--- src/rtl/calc_input_seq.sv ---
`timescale 1ns/1ps
// Operand/opcode entry sequencer in front of the calculator ALU: debounces the
// NEXT/CLR buttons, walks the user through A, B and opcode, then latches the result.
module calc_input_seq #(
    parameter int DEBOUNCE_CYCLES = 250000
) (
    input  logic       CLK,
    input  logic       RST,
    input  logic [7:0] SW,
    input  logic       BTN_NEXT,
    input  logic       BTN_CLR,
    input  logic [7:0] ALU_OUT_TMP,
    input  logic [3:0] FLAG_TMP,
    output logic [7:0] A,
    output logic [7:0] B,
    output logic [3:0] SEL_TMP,
    output logic [7:0] RESULT,
    output logic [3:0] FLAGS,
    output logic       OP_ERR,
    output logic       RESULT_VALID,
    output logic [2:0] STATE
);

    localparam int CW = (DEBOUNCE_CYCLES > 1) ? $clog2(DEBOUNCE_CYCLES) : 1;
    localparam logic [CW-1:0] CNT_LAST = CW'(DEBOUNCE_CYCLES - 1);

    typedef enum logic [2:0] {
        LOAD_A  = 3'd0,
        LOAD_B  = 3'd1,
        LOAD_OP = 3'd2,
        EXEC    = 3'd3,
        SHOW    = 3'd4
    } state_t;

    state_t     state;
    logic [1:0] btn_raw;
    logic [1:0] btn_pulse;
    logic       next_p;
    logic       clr_p;

    assign btn_raw = {BTN_CLR, BTN_NEXT};
    assign next_p  = btn_pulse[0];
    assign clr_p   = btn_pulse[1];

    // Identical conditioning chain for each button: sync, debounce, rising-edge pulse.
    for (genvar g = 0; g < 2; g++) begin : g_btn
        logic          s1;
        logic          s2;
        logic          stable;
        logic          stable_d;
        logic [CW-1:0] cnt;

        // NOTE: the raw button is asynchronous, so it passes two flops before any
        // logic looks at it; all sequential state here uses non-blocking assignment.
        always_ff @(posedge CLK or posedge RST) begin
            if (RST) begin
                s1       <= 1'b0;
                s2       <= 1'b0;
                stable   <= 1'b0;
                stable_d <= 1'b0;
                cnt      <= '0;
            end else begin
                s1       <= btn_raw[g];
                s2       <= s1;
                stable_d <= stable;
                if (s2 == stable) begin
                    cnt <= '0;
                end else if (cnt == CNT_LAST) begin
                    stable <= s2;
                    cnt    <= '0;
                end else begin
                    cnt <= cnt + CW'(1);
                end
            end
        end

        assign btn_pulse[g] = stable & ~stable_d;
    end

    // Sequencer: clear wins over next; EXEC is a single unconditional capture cycle.
    always_ff @(posedge CLK or posedge RST) begin
        if (RST) begin
            state        <= LOAD_A;
            A            <= '0;
            B            <= '0;
            SEL_TMP      <= '0;
            RESULT       <= '0;
            FLAGS        <= '0;
            OP_ERR       <= 1'b0;
            RESULT_VALID <= 1'b0;
        end else if (clr_p) begin
            state        <= LOAD_A;
            A            <= '0;
            B            <= '0;
            SEL_TMP      <= '0;
            RESULT       <= '0;
            FLAGS        <= '0;
            OP_ERR       <= 1'b0;
            RESULT_VALID <= 1'b0;
        end else begin
            case (state)
                LOAD_A: begin
                    if (next_p) begin
                        A     <= SW;
                        state <= LOAD_B;
                    end
                end
                LOAD_B: begin
                    if (next_p) begin
                        B     <= SW;
                        state <= LOAD_OP;
                    end
                end
                LOAD_OP: begin
                    if (next_p) begin
                        SEL_TMP <= SW[3:0];
                        state   <= EXEC;
                    end
                end
                EXEC: begin
                    RESULT       <= ALU_OUT_TMP;
                    FLAGS        <= FLAG_TMP;
                    OP_ERR       <= (SEL_TMP > 4'hB);
                    RESULT_VALID <= 1'b1;
                    state        <= SHOW;
                end
                SHOW: begin
                    if (next_p) begin
                        RESULT_VALID <= 1'b0;
                        state        <= LOAD_A;
                    end
                end
                default: begin
                    RESULT_VALID <= 1'b0;
                    state        <= LOAD_A;
                end
            endcase
        end
    end

    assign STATE = state;

endmodule
--- config.mk ---
export PLATFORM = sky130hd
export DESIGN_NAME = calc_input_seq
export DESIGN_NICKNAME = d
export VERILOG_FILES = /design/src/rtl/calc_input_seq.sv
export SDC_FILE = /design/constraint.sdc
export NUM_CORES = 1
export LEC_CHECK = 0
export ABC_AREA = 0
export CAP_MARGIN = 10
export CORE_UTILIZATION = 48
export DETAILED_ROUTE_END_ITERATION = 10
export PLACE_DENSITY = 0.73
export SKIP_CTS_REPAIR_TIMING = 1
export SLEW_MARGIN = 25
export SYNTH_ARGS = -nofsm -noshare
export SYNTH_HDL_FRONTEND = slang
export SYNTH_SLANG_ARGS = --single-unit
--- constraint.sdc ---
create_clock -name CLK -period 4.6 [get_ports CLK]
set_clock_uncertainty 0.2 [all_clocks]
set_input_delay 1.15 -clock CLK [delete_from_list [all_inputs] [get_ports CLK]]
set_output_delay 1.15 -clock CLK [all_outputs]
set_load 0.1 [all_outputs]
==> metrics, run 1 <==
average instance area after synthesis a little under 10 sq um; Leak about 1.8 nW; Clock Sinks 81; placed wire-length estimate 5044 um; Slew HR 33.85%; fill cell count 633; ys async rst share 100.0%; period utilization around 73%; Die ar. 0.007751 sq mm; Area Growth Syn to Fin 25.46%; DRC Markers 0; Die Span X 88.04 um; Hold Vio Cnt, Final 0; Pwr Density between 200 and 300 mW/mm^2; largest family of logic cells by synthesized area simple AND/OR/NAND/NOR gates; placer congestion estimate 0.8055; core area 0.007214 sq mm; Synth area leader dfrtp_1; cells along the critical path clkdlybuf4s50_1; net count after synthesis 393; Post-DRT Antenna Nets 0; RSZ-0062 raised after global routing no; Vias per Instance 5.344; final setup vio count 0; Crit. End Element output port; routed vias between 2000 and 3000; Hold WC Path Type reg -> reg; Most used DFF post-synth dfrtp_1; Critical Path Sink STATE[2]; max frequency 296.6 MHz; TritonRoute pass-1 iters 4; Synth Area in Adders 0.7042%; number of flops mapped to enable cells by yosys 0; Synth Cell Area around 0.0036 sq mm; CP startpoint STATE[2]; Simple-Gate Fraction of Synth Area 23.73%; R2R setup slack 2220 ps; clk buf depth 2; Worst Max-Slew Pin Slew 989.1 ps; worst path arrival time 2020 ps; slowest stage delay, CP between 1000 and 1500 ps; GRT overflow 0; final WL around 7300 um; post-synthesis sequential area ratio approximately 57%; worst vdd rail ir drop 0.0002208 V; H-tree levels 3; synth unique cells 30; vias in the first global route 2651; Compound-Gate Fraction of Synth Area between 7 and 8%; ranking of synthesized cells by area dfrtp_1 (57%), xnor2_1 (6.2%), nand2_1 (6.0%); layout cells sized above 1 between 6 and 7%; worst skew pair latency between 300 and 400 ps; initial DRC count ~100; commonest cells after routing, fill and taps aside dfrtp_1 (81), clkdlybuf4s50_1 (60), nand2_1 (57); reg2reg start g_btn[0].cnt[13]; post-synthesis instance total 367; critical path class reg -> out; height of the die about 88 um; CP Launch Type flip-flop; crit path max fanout 8; Final min period 3372 ps; first-pass GRT wire length 11950 um; CP max-delay cell clkdlybuf4s50_1; synthesis warning total 0; Finished Core Util 61.79%; multiplexer area fraction after synthesis 0.9155%; Critical R2R Capture g_btn[0].cnt[13]; maxcap violations 0; largest net degree at the start of global routing 38; Routed wire per std cell 13.61 um; fin nets around 460; Buf/Inv on CP 1; CTS Buf Count 9; # IOs 61; most common cell after layout, fill and taps aside dfrtp_1; Rows 31; top cell type's share of synthesized area 57.04%; CTS root buffer clkbuf_8; XOR/XNOR Fraction of Synth Area 7.394%; status finished clean; clock-pin transition on the worst setup and hold timing paths 70 ps; Final Slew Violations 0; delay-heaviest family, CP buffers and inverters; stages on the worst setup path 1; area of the multi-input gates between 0.001 and 0.0015 sq mm; FF+latch count, synth slightly above 80; Ant. Diodes 0; PortBufs 60; starting density of the core 49.25%; setup TNS 0 ps; antenna violations before repair 0; CP required 3250 ps; R2R cell count 4; CTS tree yes; Seq. cell area 0.002027 sq mm; gr usage total 20.10%
==> layer usage <==
layer  share of wire [%]  global-route usage, %
met5                   0                      0
met4                 1.7                  9.531
met3                 4.8                  3.299
met2                  46                  32.70
met1                  48                  26.42
==> final cells by class <==
class / count / share of cell area, %
sequential: 81 / 45.47
multi-input combinational: 263 / 32.28
timing repair buffer: 65 / 14.31
clock buffer: 11 / 2.947
tap: 99 / 2.779
clock inverter: 5 / 1.263
inverter: 11 / 0.9543
==> cell usage after synthesis (all sizes together) (2+ instances only) <==
cell / count
a21oi: 41
buf: 3
clkbuf: 9
dfrtp: 81
ha: 2
inv: 11
mux2: 2
nand2: 57
nand3: 34
nand4: 8
nor2: 45
nor2b: 4
nor3: 8
nor4: 10
o31ai: 4
or2: 3
or3: 2
or4: 6
xnor2: 25
xor2: 5
==> per-stage QoR <==
step	std cells	setup WS [ps]	total power, W	hold WS, ps	instance area [sq um]
2_1_floorplan	367	1170	0.0007594	131.2	3553
3_3_place_gp	519	1617	0.0007887	133.6	4270
3_5_place_dp	519	1602	0.0007895	134.7	4270
4_1_cts	535	1211	0.001287	151.6	4458
5_1_grt	535	1154	0.001317	156.1	4458
6_report	535	1228	0.001270	150.8	4458
==> how the worst min path moves through the flow <==
stage | from | endpoint | slack [ps] | cells past startpoint
3_5_place_dp | g_btn[1].s1 | g_btn[1].s2 | 130 | 0
5_1_grt | g_btn[0].s1 | g_btn[0].s2 | 160 | 0
6_report | g_btn[1].s1 | g_btn[1].s2 | 150 | 0
3_3_place_gp | g_btn[1].s1 | g_btn[1].s2 | 130 | 0
2_1_floorplan | g_btn[0].s1 | g_btn[0].s2 | 130 | 0
4_1_cts | g_btn[1].s1 | g_btn[1].s2 | 150 | 0
==> state kept, by name, indices dropped and copies added, names as in the netlist <==
register        cells
g_btn.cnt          36
g_btn.stable_d      2
g_btn.stable        2
FLAGS               4
SEL_TMP             4
A                   8
RESULT              8
OP_ERR              1
B                   8
g_btn.s1            2
STATE               3
RESULT_VALID        1
g_btn.s2            2
==> logic make-up after synthesis <==
kind of cell,after synthesis
compound gates,47
xor+xnor,30
fa+ha+maj,2
buf+inv,23
flops,81
mux,3
simple gates,181
==> report_power, final <==
part	switching, W	internal (W)
Sequential	0.00000498	0.000718
Combinational	0.0000273	0.0000242
Clock	0.000246	0.000250
Power figures use the tool's default switching activity.
==> run 2, diff against run 1 <==
CORE_UTILIZATION = 47   (was 48)
PLACE_DENSITY = 0.75   (was 0.73)
clock period = 2.9 ns   (was 4.6 ns; I/O delays follow)
==> metrics, run 2 (synthesis gave the netlist of run 1 again) <==
status finished clean (unchanged); final setup vio count 0 (unchanged); Area Growth Syn to Fin 24.08% (was 25.46%); placer congestion estimate 0.8471 (was 0.8055); CTS tree yes (unchanged); setup TNS 0 ps (unchanged); largest net degree at the start of global routing 44 (was 38); Routed wire per std cell 13.29 um (was 13.61 um); DP Worst Slack 565.2 ps (was 1602 ps); CP max-delay cell or4_4 (was clkdlybuf4s50_1); most common cell after layout, fill and taps aside dfrtp_1 (unchanged); starting density of the core 48.73% (was 49.25%); commonest cells after routing, fill and taps aside dfrtp_1 (81), nand2_1 (57), nor2_1 (45) (was dfrtp_1 (81), clkdlybuf4s50_1 (60), nand2_1 (57)); delay-heaviest family, CP simple AND/OR/NAND/NOR gates (was buffers and inverters); CP Launch Type flip-flop (unchanged); final WL 7150 um (was 7280 um); Leak 1.867 nW (was 1.843 nW); GRT overflow 0 (unchanged); routed vias 2841 (was 2859); period utilization ~80%; clock-pin transition on the worst setup and hold timing paths 80 ps (was 70 ps); gr usage total 19.13% (was 20.10%); max frequency 427.9 MHz; layout cells sized above 1 16.40% (was 6.881%); Crit. End Element flip-flop (was output port); maxcap violations 0 (unchanged); Buf/Inv on CP 0 (was 1); Ant. Diodes 0 (unchanged); cells along the critical path or4b_1 > or4_4 > o21ai_4 > nor2_1 (was clkdlybuf4s50_1); Vias per Instance 5.281 (was 5.344); vias in the first global route 2682 (was 2651); Final min period 2337 ps; hold slack 149.9 ps (was 150.8 ps); initial DRC count 117 (was 103); Pwr Density 462.3 mW/mm^2 (was 284.8 mW/mm^2); Hold WC Path Type reg -> reg (unchanged); CTS root buffer clkbuf_8 (unchanged); worst vdd rail ir drop 0.0002672 V (was 0.0002208 V); Die ar. 0.007912 sq mm (was 0.007751 sq mm); crit path max fanout 18 (was 8); Finished Core Util 60.47% (was 61.79%); PortBufs 60 (unchanged); Largest Register g_btn.cnt (unchanged); slowest stage delay, CP 540 ps (was 1190 ps); Rows 31 (unchanged); Die Span X 88.95 um (was 88.04 um); TritonRoute pass-1 iters 4 (unchanged); # IOs 61 (unchanged); Final Worst Setup Slack 562.9 ps (was 1228 ps); DRC Markers 0 (unchanged); Slew HR 56.68% (was 33.85%); Final Slew Violations 0 (unchanged); Post-DRT Antenna Nets 0 (unchanged); clk buf depth 2 (unchanged); RSZ-0062 raised after global routing no (unchanged); H-tree levels 3 (unchanged); fin nets 460 (was 457); height of the die 88.95 um (was 88.04 um); worst path arrival time 2340 ps (was 2020 ps); placed wire-length estimate 4962 um (was 5044 um); Clock Sinks 81 (unchanged); core area 0.007292 sq mm (was 0.007214 sq mm); max reg flops 36 (unchanged); fill cell count 638 (was 633); antenna violations before repair 0 (unchanged); critical path class reg -> reg (was reg -> out); worst skew pair latency 340 ps (was 350 ps); Worst Max-Slew Pin Slew 646.9 ps (was 989.1 ps); Hold Vio Cnt, Final 0 (unchanged); first-pass GRT wire length 11590 um (was 11950 um); CTS Buf Count 9 (unchanged); Design Power 0.002038 W (was 0.001270 W); CP required 2910 ps (was 3250 ps)
==> run 2: changes by cell type in the layout (fill, tap and decap cells not counted), sizes merged <==
cell / previous run / this run
clkinvlp: 1 / 2
clkbuf: 11 / 9
inv: 10 / 11
clkdlybuf4s50: 60 / 23
buf: 5 / 45
==> run 2: layout make-up <==
class                      instances  area (sq um)  share of cell area, %
clock buffer                       9         123.9                  2.809
clock inverter                     7         70.07                  1.589
inverter                          11         45.04                  1.022
multi-input combinational        263          1439                  32.63
sequential                        81          2027                  45.97
tap                               99         123.9                  2.809
timing repair buffer              68         580.6                  13.17
==> run 2: per-stage QoR <==
stage	cell area, sq um	cells
2_1_floorplan	3557	367
3_3_place_gp	4215	522
3_5_place_dp	4215	522
4_1_cts	4409	538
5_1_grt	4409	538
6_report	4409	538
==> run 2: path summary, 6_finish.rpt <==
kind | startpoint | end | slack (ps) | depth (start not counted)
setup / recovery | g_btn[0].cnt[13] | g_btn[0].cnt[11] | 560 | 4
max in group asynchronous | RST | g_btn[1].stable_d | 1310 | 3
min in group asynchronous | RST | g_btn[1].s1 | 590 | 2
hold reg to reg | g_btn[0].s1 | g_btn[0].s2 | 150 | 0
setup reg to reg | g_btn[0].cnt[13] | g_btn[0].cnt[11] | 560 | 4
hold / removal | g_btn[0].s1 | g_btn[0].s2 | 150 | 0
==> run 2: layer usage <==
metal | vias to the layer above | routed length, um | GRT usage (%)
met2 | 67 | 3421 | 33.15
met4 | 0 | 94 | 7.937
li1 | 1384 | - | -
met1 | 1383 | 3258 | 22.93
met5 | - | 0 | 0
met3 | 7 | 376 | 4.709
==> run 2: power breakdown <==
part	total, W	internal [W]	switching (W)
Combinational	0.0000845	0.0000406	0.0000439
Clock	0.000808	0.000398	0.000410
Sequential	0.00115	0.00114	0.00000808
Total	0.00204	0.00158	0.000462
==> run 3, diff against run 2 <==
clock period = 1.9 ns   (was 2.9 ns; I/O delays follow)
==> metrics, run 3 (synthesis gave the netlist of run 1 again) <==
status finished with violations (was finished clean); failing checks setup timing; Seq. cell area 0.002033 sq mm (was 0.002027 sq mm); CTS tree yes (unchanged); Die ar. 0.007912 sq mm (unchanged); TritonRoute pass-1 iters 4 (unchanged); CP Launch Type flip-flop (unchanged); Leak 2.312 nW (was 1.867 nW); H-tree levels 3 (unchanged); Final Worst Setup Slack -312.6 ps (was 562.9 ps); max reg flops 36 (unchanged); placed wire-length estimate 5842 um (was 4962 um); gr usage total 22.90% (was 19.13%); cells along the critical path or4_1 > or4_4 > nor2_4 > mux2_4 (was or4b_1 > or4_4 > o21ai_4 > nor2_1); Pwr Density 627.0 mW/mm^2 (was 462.3 mW/mm^2); DP Worst Slack -310.2 ps (was 565.2 ps); Hold WC Path Type reg -> reg (unchanged); core area 0.007292 sq mm (unchanged); Largest Register g_btn.cnt (unchanged); Finished Layout Cells 571 (was 538); Ant. Diodes 0 (unchanged); worst path arrival time 2250 ps (was 2340 ps); GRT overflow 0 (unchanged); DRC Markers 0 (unchanged); hold slack 162.8 ps (was 149.9 ps); Worst Max-Slew Pin Slew 468.8 ps (was 646.9 ps); placed cells 553 (was 522); Rows 31 (unchanged); critical path class reg -> reg (unchanged); setup TNS -5005 ps (was 0 ps); routed vias 2990 (was 2841); Slew HR 68.60% (was 56.68%); clk buf depth 2 (unchanged); Routed wire per std cell 14.52 um (was 13.29 um); CP max-delay cell or4_4 (unchanged); crit path max fanout 2 (was 18); commonest cells after routing, fill and taps aside dfrtp_1 (78), nand2_1 (57), nor2_1 (43) (was dfrtp_1 (81), nand2_1 (57), nor2_1 (45)); Clock Sinks 81 (unchanged); fill cell count 534 (was 638); area of the multi-input gates 0.001520 sq mm (was 0.001439 sq mm); height of the die 88.95 um (unchanged); period utilization 116.5% (was 80.59%); Final Slew Violations 0 (unchanged); slowest stage delay, CP 570 ps (was 540 ps); Finished Core Util 72.17% (was 60.47%); Post-DRT Antenna Nets 0 (unchanged); maxcap violations 0 (unchanged); final setup vio count 20 (was 0); final WL 8289 um (was 7150 um); vias in the first global route 2889 (was 2682); most common cell after layout, fill and taps aside dfrtp_1 (unchanged); worst skew pair latency 350 ps (was 340 ps); Hold Vio Cnt, Final 0 (unchanged); Area Growth Syn to Fin 48.10% (was 24.08%); PortBufs 60 (unchanged); fin nets 493 (was 460); starting density of the core 48.73% (unchanged); CTS root buffer clkbuf_8 (unchanged); antenna violations before repair 0 (unchanged); first-pass GRT wire length 13600 um (was 11590 um); # IOs 61 (unchanged); Crit. End Element flip-flop (unchanged); Vias per Instance 5.236 (was 5.281); max frequency 452.0 MHz (was 427.9 MHz); clock-pin transition on the worst setup and hold timing paths 80 ps (about the same); RSZ-0062 raised after global routing yes (was no); CTS Buf Count 9 (unchanged); layout cells sized above 1 24.79% (was 16.40%); CP required 1940 ps (was 2910 ps); placer congestion estimate 0.8884 (was 0.8471); initial DRC count 91 (was 117); largest net degree at the start of global routing 62 (was 44); worst vdd rail ir drop 0.0005697 V (was 0.0002672 V); Die Span X 88.95 um (unchanged); Final min period 2213 ps (was 2337 ps)
-- run 3: path summary, 6_finish.rpt --
kind                            slack, ps       startpoint  cells past startpoint               to
worst min register to register        160      g_btn[0].s1                      0      g_btn[0].s2
worst min-delay path                  160      g_btn[0].s1                      0      g_btn[0].s2
worst max-delay path                 -310  g_btn[0].cnt[9]                      4  g_btn[0].stable
worst max register to register       -310  g_btn[0].cnt[9]                      4  g_btn[0].stable
min in group asynchronous             360              RST                      3  g_btn[1].cnt[7]
max in group asynchronous             860              RST                      3         STATE[0]
-- run 3: stage by stage --
stage / instance area, sq um / power, W
after CTS: 5181 / 0.003336
final: 5263 / 0.003300
after detailed placement: 4952 / 0.001927
after global placement: 4952 / 0.001924
after global routing: 5263 / 0.003417
after floorplan: 3587 / 0.001840
-- run 3: worst max-delay path, delay by kind of cell, from the launching register on --
family / cells / cell delay, ps
DFF: 1 / 380
and+or+nand+nor: 3 / 1220
muxes: 1 / 300
-- run 3: report_power, final --
group	internal (W)	switching, W	total, W
clock network	0.000777	0.000629	0.00141
logic	0.0000730	0.0000736	0.000147
registers	0.00174	0.0000103	0.00175
-- run 3: routing by layer --
metal | wire length (um) | vias to the layer above | global-route usage (%) | share of wire [%]
li1 | - | 1456 | - | -
met4 | 85 | 0 | 6.782 | 1.0
met1 | 3508 | 1474 | 29.77 | 42
met2 | 4409 | 52 | 38.18 | 53
met3 | 286 | 8 | 5.910 | 3.5
met5 | 0 | - | 0 | 0
-- run 3: cell type report --
class	instances	share of cell area [%]
tap	99	2.354
multi-input combinational	263	28.89
timing repair buffer	101	24.92
clock inverter	6	1.736
sequential	81	38.64
inverter	11	0.8559
clock buffer	10	2.615
==> RTL edit (config.mk and constraints of run 2) <==
The parameter `DEBOUNCE_CYCLES` goes from 250000 to 125000.
--- a/src/rtl/calc_input_seq.sv
+++ b/src/rtl/calc_input_seq.sv
@@ -2,7 +2,7 @@
 // Operand/opcode entry sequencer in front of the calculator ALU: debounces the
 // NEXT/CLR buttons, walks the user through A, B and opcode, then latches the result.
 module calc_input_seq #(
-    parameter int DEBOUNCE_CYCLES = 250000
+    parameter int DEBOUNCE_CYCLES = 125000
 ) (
     input  logic       CLK,
     input  logic       RST,
Formal check against the unedited RTL: same outputs for any inputs over 10 cycles, from zero or initial values and one cycle with RST high; that may be too few to reach the edited logic, so the function may still have changed.
==> RTL edit against run 2 <==
  * Global-route usage up 0.37 points
  * Highest routed layer unchanged
  * Critical path type is now reg -> out
  * Synthesized area down 0.99%
  * Sequential share of layout area down 0.11 points
  * Routed wire length down 2.0%
  * Utilization down 1.0 points
  * Sequential cell count down 2
  * Total power down 2.7%
  * Worst setup slack better by 0.18 ns
  * Via count down 4.2%
  * Cell area down 2.2%
==> RTL edit: results (changes against run 2) <==
The flow ran to the end, and the final reports show no timing, DRC or antenna violations. The share of synthesized area spent on multiplexers came out at 1.031% (+0.12 points). The Yosys warning count was 0 (unchanged). The routed via count divided by cell count is 5.235 (-0.87%). The total nets after synthesis came to 383 (-2.5%). The fraction of final layout cells sized beyond drive strength 1 came out at 16.39% (about the same). By area the synthesized netlist is led by sky130_fd_sc_hd__dfrtp_1 56%, sky130_fd_sc_hd__nand2_1 6.1%, sky130_fd_sc_hd__a21oi_1 5.3%. The number of vias in the routed layout came out at 2722 (-4.2%). The actual transition at the worst max-transition pin is 0.8841 ns (+0.2372 ns).

The synthesized area divided by synthesized cell count is 9.855 µm² (+1.8%). The cell sitting at the root of the clock tree is a sky130_fd_sc_hd__clkbuf_8. The worst-case setup slack after placement came out at 0.8519 ns (+0.2868 ns). The number of unique standard cell types used by synthesis is 32 (+6.7%). The area of placed instances came out at 4123 µm² (-2.2%). The violation count after the first detailed-routing iteration came to 146 (+25%). The post-route DRC violation count is 0 (unchanged). The xor/xnor share of the synthesized area came out at 7.966% (+0.57 points). The data arrival time of the worst path is 1.23 ns (-1.11 ns). The part of the Yosys area used for sequential elements is 56.19% (-0.85 points). The global-route wire length before repair is 11.67 mm (+0.65%). Counting instances in the post-synthesis netlist gives the leading cell types as 79 x sky130_fd_sc_hd__dfrtp_1, 57 x sky130_fd_sc_hd__nand2_1, 40 x sky130_fd_sc_hd__nor2_1. The clock latency of the later-clocked register in the worst-skew pair is 0.36 ns (+0.02 ns). The number of placed cells counting well taps is 504 (-3.4%).

The count of inserted antenna diode cells came to 0 (unchanged). The maximum fanout encountered on the critical timing path is 8 (-10). The net total in the final layout was 442 (-3.9%). The critical path's top delay family is flip-flops. The overall global routing resource usage came to 19.50% (+0.37 points). The post-detailed-routing wire length is 7.005 mm (-2.0%).

The number of H-tree branching levels is 3 (unchanged). The largest net degree at the start of global routing is 59 (+34%). The number of flip-flops under the largest register name was 34 (-5.6%).

The worst vdd rail ir drop is 0.2113 mV (-21%). The compound-cell area share of the yosys netlist is 6.330% (-1.2 points). The reported leakage power came to 1.858 nW (-0.46%). g_btn.cnt holds more flip-flops than any other register. The adder-cell area share of the yosys netlist is 0.7112% (+0.0070 points). The stage delay of the slowest cell on the critical path came to 0.50 ns (-0.04 ns). The weighted congestion at the end of routability-driven global placement came out at 0.8154 (-3.7%).

The total clock buffers created by CTS came to 9 (unchanged). The cell with the largest stage delay on the worst path is sky130_fd_sc_hd__dfrtp_1. The final HPWL from detailed placement came out at 4.791 mm (-3.4%).
[RTL edit: path summary, 6_finish.rpt]
path / from / endpoint / slack [ns] / cells past startpoint
setup / recovery: STATE[2]$_DFFE_PP0P_ / STATE[2] / 0.75 / 1
hold / removal: g_btn[1].s1$_DFF_PP0_ / g_btn[1].s2$_DFF_PP0_ / 0.15 / 0
setup reg to reg: g_btn[0].cnt[9]$_DFF_PP0_ / g_btn[0].cnt[6]$_DFF_PP0_ / 0.86 / 4
hold reg to reg: g_btn[1].s1$_DFF_PP0_ / g_btn[1].s2$_DFF_PP0_ / 0.15 / 0
max in group asynchronous: RST / g_btn[1].cnt[1]$_DFF_PP0_ / 1.32 / 3
min in group asynchronous: RST / g_btn[1].cnt[5]$_DFF_PP0_ / 0.53 / 2
[RTL edit: cell families (layout without fill, tap and decap cells)]
| group | count (synthesis) | count (layout) |
|---|---|---|
| fa+ha+maj | 2 | 2 |
| compound gates | 39 | 39 |
| mux | 3 | 3 |
| xor+xnor | 32 | 32 |
| simple gates | 181 | 181 |
| buf+inv | 21 | 85 |
| flops | 79 | 79 |
[RTL edit: report_power, final]
part | internal, mW | switching (mW)
Clock | 0.346 | 0.434
Sequential | 1.11 | 0.0107
Combinational | 0.0407 | 0.0430
Total | 1.50 | 0.487
[RTL edit: per-layer routing]
layer | track usage [%] | routed length (µm) | part of all wire (%)
met1 | 26.02 | 3290 | 47
met2 | 30.77 | 3230 | 46
met3 | 4.104 | 361 | 5.2
met4 | 8.798 | 123 | 1.8
met5 | 0 | 0 | 0
[RTL edit: layout make-up]
cell class	count	area, µm²
fillers	589	2943
flip-flops and latches	79	1977
multi-input cells	257	1449
repair buffers	64	550.5
clock buffers	10	137.6
well taps	99	123.9
clock inverters	6	50.05
inverters	5	22.52
